### src/rtl/multicycle_ctrl.sv
// multicycle_ctrl: control FSM for a multi-cycle RV32 datapath sharing one
// instruction/data memory port. Handles R-type, lw, sw and beq, and retires
// one instruction per pass through the state sequence.
//
// Optional feature macro: MEM_TIMEOUT_EN
//   When defined, a wait counter watches the memory handshake in FETCH/MEM.
//   After TIMEOUT_CYCLES consecutive stalled cycles, the next stalled cycle
//   sends the FSM to ERR. When undefined, the FSM waits indefinitely.
//
// Outputs decode the current state. ir_we_o, pc_we_o (sw retire) and
// pc_src_o (beq) also depend on the inputs, so the asynchronous reset
// drops every strobe immediately.

module multicycle_ctrl #(
    parameter int TIMEOUT_CYCLES = 16
) (
    input  logic        clk_i,
    input  logic        rst_n_i,
    input  logic        run_i,
    input  logic [31:0] instr_i,
    input  logic        zero_i,
    input  logic        mem_ready_i,
    output logic        mem_req_o,
    output logic        mem_we_o,
    output logic        mem_addr_sel_o,
    output logic        ir_we_o,
    output logic        pc_we_o,
    output logic        pc_src_o,
    output logic        alu_src_o,
    output logic [3:0]  alu_ctrl_o,
    output logic        reg_we_o,
    output logic        mem_to_reg_o,
    output logic        instr_done_o,
    output logic        err_o,
    output logic [3:0]  state_o
);

    localparam logic [3:0] S_IDLE   = 4'd0;
    localparam logic [3:0] S_FETCH  = 4'd1;
    localparam logic [3:0] S_DECODE = 4'd2;
    localparam logic [3:0] S_EXEC_R = 4'd3;
    localparam logic [3:0] S_ADDR   = 4'd4;
    localparam logic [3:0] S_MEM    = 4'd5;
    localparam logic [3:0] S_WB_R   = 4'd6;
    localparam logic [3:0] S_WB_L   = 4'd7;
    localparam logic [3:0] S_BRANCH = 4'd8;
    localparam logic [3:0] S_ERR    = 4'd9;

    localparam logic [6:0] OP_R   = 7'h33;
    localparam logic [6:0] OP_LW  = 7'h03;
    localparam logic [6:0] OP_SW  = 7'h23;
    localparam logic [6:0] OP_BEQ = 7'h63;

    localparam logic [3:0] ALU_ADD = 4'b0010;
    localparam logic [3:0] ALU_SUB = 4'b0110;
    localparam logic [3:0] ALU_AND = 4'b0000;
    localparam logic [3:0] ALU_OR  = 4'b0001;

    // R-type ALU operation from funct7/funct3. Only funct7 == 0 decodes
    // funct3. Every other funct7 value selects subtract.
    function automatic logic [3:0] r_alu_ctrl(input logic [6:0] funct7,
                                              input logic [2:0] funct3);
        logic [3:0] op;
        if (funct7 == 7'h00) begin
            case (funct3)
                3'b000:  op = ALU_ADD;
                3'b111:  op = ALU_AND;
                default: op = ALU_OR;
            endcase
        end else begin
            op = ALU_SUB;
        end
        return op;
    endfunction

    logic [3:0] state_r;
    logic [3:0] state_next_s;
    logic [3:0] retire_next_s;
    logic [6:0] opcode_s;
    logic [3:0] r_alu_s;
    logic       is_sw_s;
    logic       timeout_s;
    logic       unused_s;

    assign opcode_s      = instr_i[6:0];
    assign r_alu_s       = r_alu_ctrl(instr_i[31:25], instr_i[14:12]);
    assign is_sw_s       = (opcode_s == OP_SW);
    assign retire_next_s = run_i ? S_FETCH : S_IDLE;
    assign state_o       = state_r;
    assign instr_done_o  = pc_we_o;

`ifdef MEM_TIMEOUT_EN
    localparam logic [7:0] TIMEOUT_LIMIT = 8'(TIMEOUT_CYCLES);

    logic [7:0] wait_cnt_r;
    logic       waiting_s;

    assign waiting_s = ((state_r == S_FETCH) || (state_r == S_MEM)) && !mem_ready_i;
    assign timeout_s = waiting_s && (wait_cnt_r == TIMEOUT_LIMIT);

    // Count consecutive stalled handshake cycles. The count clears on any
    // cycle that is not a stalled FETCH/MEM cycle, which covers state entry.
    always_ff @(posedge clk_i or negedge rst_n_i) begin
        if (!rst_n_i) begin
            wait_cnt_r <= 8'd0;
        end else if (waiting_s) begin
            wait_cnt_r <= wait_cnt_r + 8'd1;
        end else begin
            wait_cnt_r <= 8'd0;
        end
    end

    assign unused_s = ^{instr_i[24:15], instr_i[11:7]};
`else
    assign timeout_s = 1'b0;
    assign unused_s  = ^{instr_i[24:15], instr_i[11:7], (TIMEOUT_CYCLES != 0)};
`endif

    // State register. Only the asynchronous reset leaves ERR.
    always_ff @(posedge clk_i or negedge rst_n_i) begin
        if (!rst_n_i) begin
            state_r <= S_IDLE;
        end else begin
            state_r <= state_next_s;
        end
    end

    // Next-state selection. Retire states return to FETCH or IDLE based on run_i.
    always_comb begin
        state_next_s = state_r;
        case (state_r)
            S_IDLE: begin
                if (run_i) begin
                    state_next_s = S_FETCH;
                end else begin
                    state_next_s = S_IDLE;
                end
            end
            S_FETCH: begin
                if (timeout_s) begin
                    state_next_s = S_ERR;
                end else if (mem_ready_i) begin
                    state_next_s = S_DECODE;
                end else begin
                    state_next_s = S_FETCH;
                end
            end
            S_DECODE: begin
                case (opcode_s)
                    OP_R:         state_next_s = S_EXEC_R;
                    OP_LW, OP_SW: state_next_s = S_ADDR;
                    OP_BEQ:       state_next_s = S_BRANCH;
                    default:      state_next_s = S_ERR;
                endcase
            end
            S_EXEC_R: state_next_s = S_WB_R;
            S_ADDR:   state_next_s = S_MEM;
            S_MEM: begin
                if (timeout_s) begin
                    state_next_s = S_ERR;
                end else if (mem_ready_i) begin
                    if (is_sw_s) begin
                        state_next_s = retire_next_s;
                    end else begin
                        state_next_s = S_WB_L;
                    end
                end else begin
                    state_next_s = S_MEM;
                end
            end
            S_WB_R, S_WB_L, S_BRANCH: state_next_s = retire_next_s;
            S_ERR:    state_next_s = S_ERR;
            default:  state_next_s = S_ERR;
        endcase
    end

    // Datapath and memory strobes for the current state. ir_we_o and the
    // sw retire follow mem_ready_i in the same cycle.
    always_comb begin
        mem_req_o      = 1'b0;
        mem_we_o       = 1'b0;
        mem_addr_sel_o = 1'b0;
        ir_we_o        = 1'b0;
        pc_we_o        = 1'b0;
        pc_src_o       = 1'b0;
        alu_src_o      = 1'b0;
        alu_ctrl_o     = ALU_ADD;
        reg_we_o       = 1'b0;
        mem_to_reg_o   = 1'b0;
        err_o          = 1'b0;
        case (state_r)
            S_FETCH: begin
                mem_req_o = 1'b1;
                if (mem_ready_i) begin
                    ir_we_o = 1'b1;
                end else begin
                    ir_we_o = 1'b0;
                end
            end
            S_EXEC_R: begin
                alu_ctrl_o = r_alu_s;
            end
            S_WB_R: begin
                alu_ctrl_o = r_alu_s;
                reg_we_o   = 1'b1;
                pc_we_o    = 1'b1;
            end
            S_ADDR: begin
                alu_src_o = 1'b1;
            end
            S_MEM: begin
                mem_req_o      = 1'b1;
                mem_addr_sel_o = 1'b1;
                alu_src_o      = 1'b1;
                mem_we_o       = is_sw_s;
                if (mem_ready_i && is_sw_s) begin
                    pc_we_o = 1'b1;
                end else begin
                    pc_we_o = 1'b0;
                end
            end
            S_WB_L: begin
                reg_we_o     = 1'b1;
                mem_to_reg_o = 1'b1;
                pc_we_o      = 1'b1;
            end
            S_BRANCH: begin
                alu_ctrl_o = ALU_SUB;
                pc_we_o    = 1'b1;
                pc_src_o   = zero_i;
            end
            S_ERR: begin
                err_o = 1'b1;
            end
            default: begin
                err_o = 1'b0;
            end
        endcase
    end

endmodule

### config.mk
export PLATFORM = sky130hd
export DESIGN_NAME = multicycle_ctrl
export DESIGN_NICKNAME = d
export VERILOG_FILES = /design/src/rtl/multicycle_ctrl.sv
export SDC_FILE = /design/constraint.sdc
export NUM_CORES = 1
export LEC_CHECK = 0
export CAP_MARGIN = 25
export CORE_UTILIZATION = 27
export DETAILED_ROUTE_END_ITERATION = 6
export HOLD_SLACK_MARGIN = 0.03
export PLACE_DENSITY = 0.79
export SLEW_MARGIN = 25
export SYNTH_ARGS = -nofsm -noshare
export SYNTH_HDL_FRONTEND = slang
export SYNTH_SLANG_ARGS = --single-unit
### constraint.sdc
create_clock -name clk_i -period 1.6 [get_ports clk_i]
set_clock_uncertainty 0.05 [all_clocks]
set_input_delay 0.16 -clock clk_i [delete_from_list [all_inputs] [get_ports clk_i]]
set_output_delay 0.16 -clock clk_i [all_outputs]
set_load 0.01 [all_outputs]
==> results_dict.tcl <==
set metrics [dict create \
    drt_pass1_iterations 4 \
    drive_gt1_frac 0.526 \
    num_vias 809 \
    die_w_um 45.3 \
    route.met3.wl_um 178 \
    vdd_drop_max_v 0.000348 \
    path_delay_family "flip-flops" \
    largest_reg_flops 4 \
    antennaDiodeCount 0 \
    wl_met2_mm 1.03 \
    worst-path-buf-inv 1 \
    nets 174 \
    syn_area_per_cell_um2 7.78 \
    place_congestion 0.864 \
    yosys.area.top_type "dfrtp_1" \
    cts-root-buf "clkbuf_4" \
    slowest_delay_ps 470 \
    setup_viol 4 \
    grt_pass1_wl_mm 2.95 \
    synth_most_common_cell "nor2_1" \
    hp-class "in -> async" \
    crit_path_end_kind "output pin" \
    netlist.area_leader.share 0.198 \
    period_needed_ps 1690 \
    cts_num_sinks 4 \
    grt_start_max_net_pins 10 \
    synth_seq_cells 4 \
    finish.utilization 0.687 \
    hold_viol_final 0 \
    maxSlewViolCount 0 \
    critPathRequiredTime_ps 1390 \
    async_flop_share 1.00 \
    fillers 149 \
    clk_pin_slew_worst_paths_ps 40 \
    status "finished, violations left" \
    violations "setup timing" \
    power.leakage_nw 0.556 \
    grtUsageTotal 0.195 \
    start_util 0.290 \
    ys_top_cells_by_area "dfrtp_1, nor4b_1, nor2b_1, nor2_1, nor4_4" \
    rsz0062_at_grt "true" \
    crit_fanout 7 \
    crit_slowest_cell "dfrtp_2" \
    grt_pass1_vias 731 \
    synth.net_count 102 \
    drt_iter0_drc 15 \
    rrSetupSlack_ps 40 \
    post-route-period-util 1.05 \
    synth_flop_cell "dfrtp_1" \
    wl_met1_um 757 \
    hpwl_mm 1.39 \
    finalWorstSetupSlack_ps -87.0 \
    final_antenna_net_count 0 \
    power.total_mw 0.321 \
    yosysWarningCount 0 \
    grt_antenna_before_repair 0 \
    start_kind "flip-flop" \
    rows 15 \
    cts_tree "done" \
    fmaxAchievable_mhz 593 \
    arrival_ps 1480 \
    synth_edf_count 0 \
    cts_made_buffers 3 \
    htree_levels 1 \
    grt_overflow 0 \
    finalWirelength_mm 2.01 \
    synth_area_um2 505 \
    critPathKind "reg -> out" \
    portBuffers 39 \
    areaGrowthSynthToFinish_pct 137 \
    maxCapViolations 0 \
    ys_top_cells_by_count "nor2_1, dfrtp_1, nand2_1, nor2b_1" \
    seq_area_frac_synth 0.198 \
    p_per_area_mw_per_mm2 268 \
    viasPerCell 5.06 \
    synth_cells 65 \
    wl_per_cell_um 12.5 \
    top_layer "met4" \
    drc 0 \
    cts_buffer_depth 2 \
    ctsHoldBuffers 0 \
    core_mm2 0.00175 \
    fp.dieArea_mm2 0.00205 \
    ioPinCount 56 \
    ys_types 34 \
    path_cells "xor2_2 > nand2_2 > or3b_1 > buf_2" \
    clock_latency_ps 240 \
    die_height_um 45.3 \
]
routing by layer:
| metal | global-route usage | up-vias |
|---|---|---|
| met2 | 0.348 | 42 |
| met1 | 0.227 | 369 |
| li1 | - | 394 |
| met4 | 0.0727 | 0 |
| met5 | 0 | - |
| met3 | 0.0400 | 4 |
cell type report:
cell class	count	area, um2	area share
clock buffers	3	22.5	0.0188
well taps	25	31.3	0.0261
repair buffers	72	591	0.493
flip-flops and latches	4	103	0.0856
inverters	3	13.8	0.0115
multi-input cells	53	438	0.365
metrics by stage:
stage	hold slack, ps	TNS, ps	cell area (um2)	worst slack, ps	cells
2_1_floorplan	-186	0	507	56.1	65
3_5_place_dp	318	-4080	1090	-717	150
6_report	67.4	-135	1200	-87.0	160
5_1_grt	75.2	-593	1200	-150	160
4_1_cts	66.8	-165	1130	-129	158
3_3_place_gp	314	-4000	1090	-713	150
kinds of logic after synthesis:
kind of cell / synth area share
buffers and inverters: 0.0767
DFF: 0.198
AOI/OAI and AO/OA: 0.191
other: 0.00742
xor gates and xnor gates: 0.0173
and+or+nand+nor: 0.510
path summary, 6_finish.rpt:
path | from | endpoint | depth (start not counted)
setup / recovery | state_o[0] | alu_ctrl_o[1] | 4
hold / removal | rst_n_i | state_o[2] | 1
setup reg to reg | state_o[2] | state_o[0] | 5
hold reg to reg | state_o[3] | state_o[3] | 3
max in group asynchronous | rst_n_i | state_o[3] | 1
min in group clk_i | instr_i[4] | state_o[1] | 4
what timing repair did:
| item | CTS | global route |
|---|---|---|
| endpoints found under the setup margin | 14 | 13 |
| pin swaps | 8 | 9 |
| resized for setup | 80 | 18 |
| buffers inserted | 5 | 2 |
worst reg2reg max path, delay by kind of cell, from the launching register on:
| family | cells | cell delay (ps) |
|---|---|---|
| flip-flops | 1 | 390 |
| buffers and inverters | 2 | 320 |
| AND/OR/NAND/NOR | 1 | 240 |
| AO/OA/AOI/OAI | 2 | 410 |
placed cells by master (no fill, tap or decap), drive strengths merged, types with 3 or more instances in the layout:
cell type	Yosys	final
nor2b	4	4
clkdlybuf4s50	0	12
dfrtp	4	4
clkdlybuf4s15	0	7
nor2	6	6
clkbuf	2	3
o21ai	3	3
dlygate4sd2	0	4
nor4b	3	3
nor3	3	3
buf	3	47
nand2	4	4
a21oi	3	3
inv	3	3
nand3	3	3
report_power, final:
group | leakage [nW] | total [mW] | internal [mW] | switching [mW]
sequential | 0.0448 | 0.102 | 0.102 | 0
combinational | 0.498 | 0.0954 | 0.0642 | 0.0312
clock | 0.0138 | 0.124 | 0.0838 | 0.0399
total | 0.556 | 0.321 | 0.250 | 0.0711
Power figures use the tool's default switching activity.
